### src/rtl/uart_frame_rx.sv
// 8N1 UART receiver that assembles NUM_BYTES bytes into one atomic frame, with error reporting.
// Define UART_FRAME_CHECKSUM_EN to make the last byte an XOR checksum of the others (NUM_BYTES >= 2).
module uart_frame_rx #(
  parameter int unsigned CLKS_PER_BIT = 434,
  parameter int unsigned NUM_BYTES    = 7,
  parameter int unsigned TIMEOUT_BITS = 20
) (
  input  logic                               clk,
  input  logic                               rst,
  input  logic                               rxd,
  output logic [8*NUM_BYTES-1:0]             frame_data,
  output logic                               frame_valid,
  output logic                               frame_err,
  output logic [1:0]                         err_code,
  output logic                               busy,
  output logic [$clog2(NUM_BYTES+1)-1:0]     byte_cnt
);

  localparam int unsigned FW       = 8 * NUM_BYTES;
  localparam int unsigned CNT_W    = $clog2(CLKS_PER_BIT);
  localparam int unsigned BC_W     = $clog2(NUM_BYTES + 1);
  localparam int unsigned TO_LIMIT = TIMEOUT_BITS * CLKS_PER_BIT;
  localparam int unsigned TO_W     = $clog2(TO_LIMIT + 1);

  localparam logic [1:0] ERR_FRAMING  = 2'b01;
  localparam logic [1:0] ERR_TIMEOUT  = 2'b10;
  localparam logic [1:0] ERR_CHECKSUM = 2'b11;

  typedef enum logic [1:0] {S_IDLE, S_START, S_DATA, S_STOP} state_t;

  state_t            state_q;
  logic              meta_q, rxs_q, rxs_prev_q;
  logic [CNT_W-1:0]  cnt_q;
  logic [2:0]        bit_idx_q;
  logic [7:0]        shift_q;
  logic [FW-1:0]     buf_q;
  logic [TO_W-1:0]   idle_cnt_q;
  logic [FW-1:0]     frame_data_q;
  logic              frame_valid_q, frame_err_q, busy_q;
  logic [1:0]        err_code_q;
  logic [BC_W-1:0]   byte_cnt_q;

  logic              fall_c, mid_c, half_c, last_byte_c, timeout_c, ck_fail_c;
  logic              stop_mid_c, accept_c, framing_c;
  logic [FW-1:0]     buf_next_c;

  assign fall_c      = rxs_prev_q & ~rxs_q;
  assign mid_c       = (cnt_q == CNT_W'(CLKS_PER_BIT - 1));
  assign half_c      = (cnt_q == CNT_W'(CLKS_PER_BIT / 2));
  assign last_byte_c = (byte_cnt_q == BC_W'(NUM_BYTES - 1));
  assign timeout_c   = (state_q == S_IDLE) && !fall_c && busy_q &&
                       (idle_cnt_q == TO_W'(TO_LIMIT - 1));
  assign stop_mid_c  = (state_q == S_STOP) && mid_c;
  assign accept_c    = stop_mid_c && rxs_q;
  assign framing_c   = stop_mid_c && !rxs_q;
  // Bytes shift in from the bottom, so the first byte ends up in the top slot.
  assign buf_next_c  = (buf_q << 8) | FW'(shift_q);

`ifdef UART_FRAME_CHECKSUM_EN
  logic [7:0] acc_q;

  // Running XOR of the bytes accepted so far in the current frame.
  always_ff @(posedge clk or negedge rst) begin
    if (!rst) begin
      acc_q <= '0;
    end else if (framing_c || timeout_c || (accept_c && last_byte_c)) begin
      acc_q <= '0;
    end else if (accept_c) begin
      acc_q <= acc_q ^ shift_q;
    end
  end

  assign ck_fail_c = (acc_q != shift_q);
`else
  assign ck_fail_c = 1'b0;
`endif

  // Synchroniser, bit FSM, frame assembly and error handling.
  always_ff @(posedge clk or negedge rst) begin
    if (!rst) begin
      meta_q        <= 1'b1;
      rxs_q         <= 1'b1;
      rxs_prev_q    <= 1'b1;
      state_q       <= S_IDLE;
      cnt_q         <= '0;
      bit_idx_q     <= '0;
      shift_q       <= '0;
      buf_q         <= '0;
      idle_cnt_q    <= '0;
      frame_data_q  <= '0;
      frame_valid_q <= 1'b0;
      frame_err_q   <= 1'b0;
      err_code_q    <= 2'b00;
      busy_q        <= 1'b0;
      byte_cnt_q    <= '0;
    end else begin
      meta_q        <= rxd;
      rxs_q         <= meta_q;
      rxs_prev_q    <= rxs_q;
      frame_valid_q <= 1'b0;
      frame_err_q   <= 1'b0;

      case (state_q)
        S_IDLE: begin
          if (fall_c) begin
            state_q    <= S_START;
            cnt_q      <= '0;
            idle_cnt_q <= '0;
          end else if (timeout_c) begin
            frame_err_q <= 1'b1;
            err_code_q  <= ERR_TIMEOUT;
            byte_cnt_q  <= '0;
            busy_q      <= 1'b0;
            idle_cnt_q  <= '0;
          end else if (busy_q) begin
            idle_cnt_q <= idle_cnt_q + TO_W'(1);
          end else begin
            idle_cnt_q <= '0;
          end
        end

        S_START: begin
          if (half_c) begin
            cnt_q     <= '0;
            bit_idx_q <= '0;
            if (rxs_q) begin
              state_q <= S_IDLE;
            end else begin
              state_q <= S_DATA;
              busy_q  <= 1'b1;
            end
          end else begin
            cnt_q <= cnt_q + CNT_W'(1);
          end
        end

        S_DATA: begin
          if (mid_c) begin
            cnt_q   <= '0;
            shift_q <= {rxs_q, shift_q[7:1]};
            if (bit_idx_q == 3'd7) begin
              state_q <= S_STOP;
            end else begin
              bit_idx_q <= bit_idx_q + 3'd1;
            end
          end else begin
            cnt_q <= cnt_q + CNT_W'(1);
          end
        end

        S_STOP: begin
          if (mid_c) begin
            cnt_q   <= '0;
            state_q <= S_IDLE;
            if (!rxs_q) begin
              frame_err_q <= 1'b1;
              err_code_q  <= ERR_FRAMING;
              byte_cnt_q  <= '0;
              busy_q      <= 1'b0;
            end else if (last_byte_c) begin
              byte_cnt_q <= '0;
              busy_q     <= 1'b0;
              if (ck_fail_c) begin
                frame_err_q <= 1'b1;
                err_code_q  <= ERR_CHECKSUM;
              end else begin
                frame_data_q  <= buf_next_c;
                frame_valid_q <= 1'b1;
              end
            end else begin
              buf_q      <= buf_next_c;
              byte_cnt_q <= byte_cnt_q + BC_W'(1);
            end
          end else begin
            cnt_q <= cnt_q + CNT_W'(1);
          end
        end

        default: state_q <= S_IDLE;
      endcase
    end
  end

  assign frame_data  = frame_data_q;
  assign frame_valid = frame_valid_q;
  assign frame_err   = frame_err_q;
  assign err_code    = err_code_q;
  assign busy        = busy_q;
  assign byte_cnt    = byte_cnt_q;

endmodule

### config.mk
export PLATFORM = sky130hd
export DESIGN_NAME = uart_frame_rx
export DESIGN_NICKNAME = d
export VERILOG_FILES = /design/src/rtl/uart_frame_rx.sv
export SDC_FILE = /design/constraint.sdc
export NUM_CORES = 1
export LEC_CHECK = 0
export ABC_AREA = 1
export CORE_MARGIN = 2
export CORE_UTILIZATION = 50
export DETAILED_ROUTE_END_ITERATION = 8
export GPL_ROUTABILITY_DRIVEN = 0
export PLACE_DENSITY = 0.74
export SLEW_MARGIN = 15
export SYNTH_ARGS = -nofsm -noshare
export SYNTH_HDL_FRONTEND = slang
export SYNTH_SLANG_ARGS = --single-unit
### constraint.sdc
create_clock -name clk -period 1.56 [get_ports clk]
set_clock_uncertainty 0.1 [all_clocks]
set_input_delay 0.312 -clock clk [delete_from_list [all_inputs] [get_ports clk]]
set_output_delay 0.312 -clock clk [all_outputs]
set_load 0.05 [all_outputs]
==> metrics.cfg <==
[run_status]
status = complete, but fails checks
violations = negative setup slack

[cts]
cts_max_path_buffers = 2
cts_tree = done
cts_max_level = 4
clock_latency_ns = 0.43
cts.clk_slew.worst_paths_ns = 0.06
cts-buffers-inserted = 17
clock_sinks = 151
cts-root-buf = clkbuf_16

[power_and_ir_drop]
ir_worst_vdd_v = 0.00116
leakage_nw = 4.72
powerDensity_nw_per_um2 = 1110
finalPower_mw = 11.6

[synthesis]
synth.area.top_cells = dfrtp_1, nand2_1, o21ai_1
synth_edf_count = 0
synth_cell_type_count = 32
synthArstFlopShare_pct = 100
yosys.area.top_type_share_pct = 57.2
netlist_area_sq_um = 6480
syn_nets = 739
synth-seq-cells = 151
yosys_warnings = 0
synthTopCellsByCount = nand2_1, dfrtp_1, inv_1
postSynthAreaPerCell_sq_um = 8.93
syn_inst = 725
ys.flop_type = dfrtp_1
synth.largest_area_cell = dfrtp_1
yosysSeqAreaShare_pct = 58.4
yosysMostFrequentCell = nand2_1

[worst_setup_path]
crit_type = flip-flop to flip-flop
r2r_slack_ns = -0.33
critPathRequiredTime_ns = 1.78
worstPathMaxFanout = 6
worstPathArrival_ns = 2.11
start_kind = flip-flop
endpoint_kind = flip-flop

[grt]
grt_pass1_wl_um = 26800
grt_overflow = 0
grt_max_degree = 46
grt_pass1_vias = 5537
antenna_found_initial = 0
track_usage_pct = 24.1

[placement]
portBuffers = 66
hpwlAfterDp_um = 10300
pre_cts_slack_ns = -0.237

[timing]
rsz0062_at_grt = yes
drv_slew = 0
fin_ws_ns = -0.332
fin_crit_sh_pct = 121
setup_violations = 148
fmax_mhz = 529
fin_crit_ns = 1.89
relSlewSlack_pct = 73.4
worst_pin_slew_ns = 0.395
final_hold_viol_count = 0

[finish]
final_nets = 895
drive_gt1_share_pct = 44.3
antenna_cells = 0
area_delta_synth_final_pct = 61.5

[min_path]
min-delay-path-class = primary input to flip-flop

[floorplanning]
die_w_um = 118
die_h_um = 118
placeableCoreArea_sq_um = 12600
ios = 67
die_area_sq_um = 13900
initial_core_util_pct = 51.3
rows = 41

[drt]
wl_um = 22100
dr.pass1.iters = 5
drt_iter0_drc = 676
drt.antenna.violating_nets = 0
avgViaCountPerCell = 5.79
routedWlPerCell_um = 20.8
drcViolationCount = 0
via_count = 6170

[job]
maxCapViolCount = 0

[layout make-up]
| class | instances | area [sq um] |
|---|---|---|
| sequential | 151 | 3790 |
| multi-input combinational | 464 | 3040 |
| clock inverter | 9 | 90.1 |
| clock buffer | 23 | 498 |
| tap | 172 | 215 |
| timing repair buffer | 158 | 2450 |
| fill | 584 | 2160 |
| inverter | 88 | 363 |
| timing repair inverter | 1 | 16.3 |
[per-layer routing]
metal	vias up	global-route usage (%)	wire, um
li1	2625	-	-
met2	414	42.2	11200
met3	126	5.67	1550
met5	-	0	0
met4	0	10.1	1410
met1	3005	28.5	7990
[registers in the layout (all words and copies together) (netlist names), 2 cells and up, named ones only]
name / count
frame_data: 56
buf_q: 48
idle_cnt_q: 14
cnt_q: 9
shift_q: 8
bit_idx_q: 3
byte_cnt: 3
err_code: 2
[worst max-delay path, cell delays in order, from the launching register on]
cell     delay (ns)
dfrtp_1        0.45
ha_4           0.18
buf_4          0.10
buf_6          0.08
nand2_2        0.06
nor2_2         0.11
nand2_2        0.08
nand2_4        0.11
buf_6          0.12
nand3_4        0.15
nand2_2        0.15
o21ai_2        0.07
[per-stage QoR]
| step | std cells | setup TNS [ns] | hold slack [ns] | instance area [sq um] | util, % |
|---|---|---|---|---|---|
| global placement | 985 | -5.64 | 0.129 | 8330 | 66.0 |
| floorplan | 725 | -5.91 | -0.0836 | 6510 | - |
| global route | 1066 | -38.29 | 0.173 | 10500 | 82.9 |
| CTS | 1031 | -10.60 | 0.178 | 9210 | 73.0 |
| detailed placement | 985 | -15.38 | 0.127 | 8330 | 66.0 |
| finish | 1066 | -32.53 | 0.181 | 10500 | 82.9 |
[cell families (layout without fill, tap and decap cells)]
| kind of cell | Yosys count | count (layout) | share of synthesized area, % |
|---|---|---|---|
| compound gates | 143 | 143 | 11.9 |
| xor+xnor | 10 | 10 | 1.35 |
| fa+ha+maj | 11 | 11 | 2.13 |
| buf+inv | 113 | 279 | 7.53 |
| flops | 151 | 151 | 58.4 |
| simple gates | 297 | 300 | 18.7 |
[worst paths after layout]
path                       startpoint  depth (start not counted)             end
setup / recovery             cnt_q[0]                         11    bit_idx_q[1]
hold reg to reg                meta_q                          0           rxs_q
hold / removal                    rxd                          1          meta_q
setup reg to reg             cnt_q[0]                         11    bit_idx_q[1]
min in group asynchronous         rst                          2  frame_data[31]
max in group asynchronous         rst                          3   frame_data[0]
[power by group]
| part | internal (mW) | switching (mW) |
|---|---|---|
| Clock | 2.41 | 1.68 |
| Combinational | 1.36 | 1.92 |
| Sequential | 4.07 | 0.162 |
| Total | 7.84 | 3.76 |
[layout by cell type (no fill, tap or decap), types with 6 or more instances in the layout]
cell type / count
a21oi_1: 6
buf_12: 75
buf_4: 45
buf_6: 22
clkbuf_16: 30
dfrtp_1: 143
inv_1: 75
inv_2: 7
nand2_1: 131
nand2_2: 65
nand2_4: 42
nand3_1: 18
nor2_1: 18
o21ai_0: 9
o21ai_1: 69
o21ai_2: 45
xor2_1: 9
[repair_timing]
action / in CTS / in global routing
setup buffers: 11 / 16
cloned: 2 / 21
hold endpoints to repair: 84 / 0
hold buffers: 1 / 0
pin swaps: 16 / 33
endpoints found under the setup margin: 149 / 150
resized for setup: 73 / 225
(Power assumes the default switching activity.)
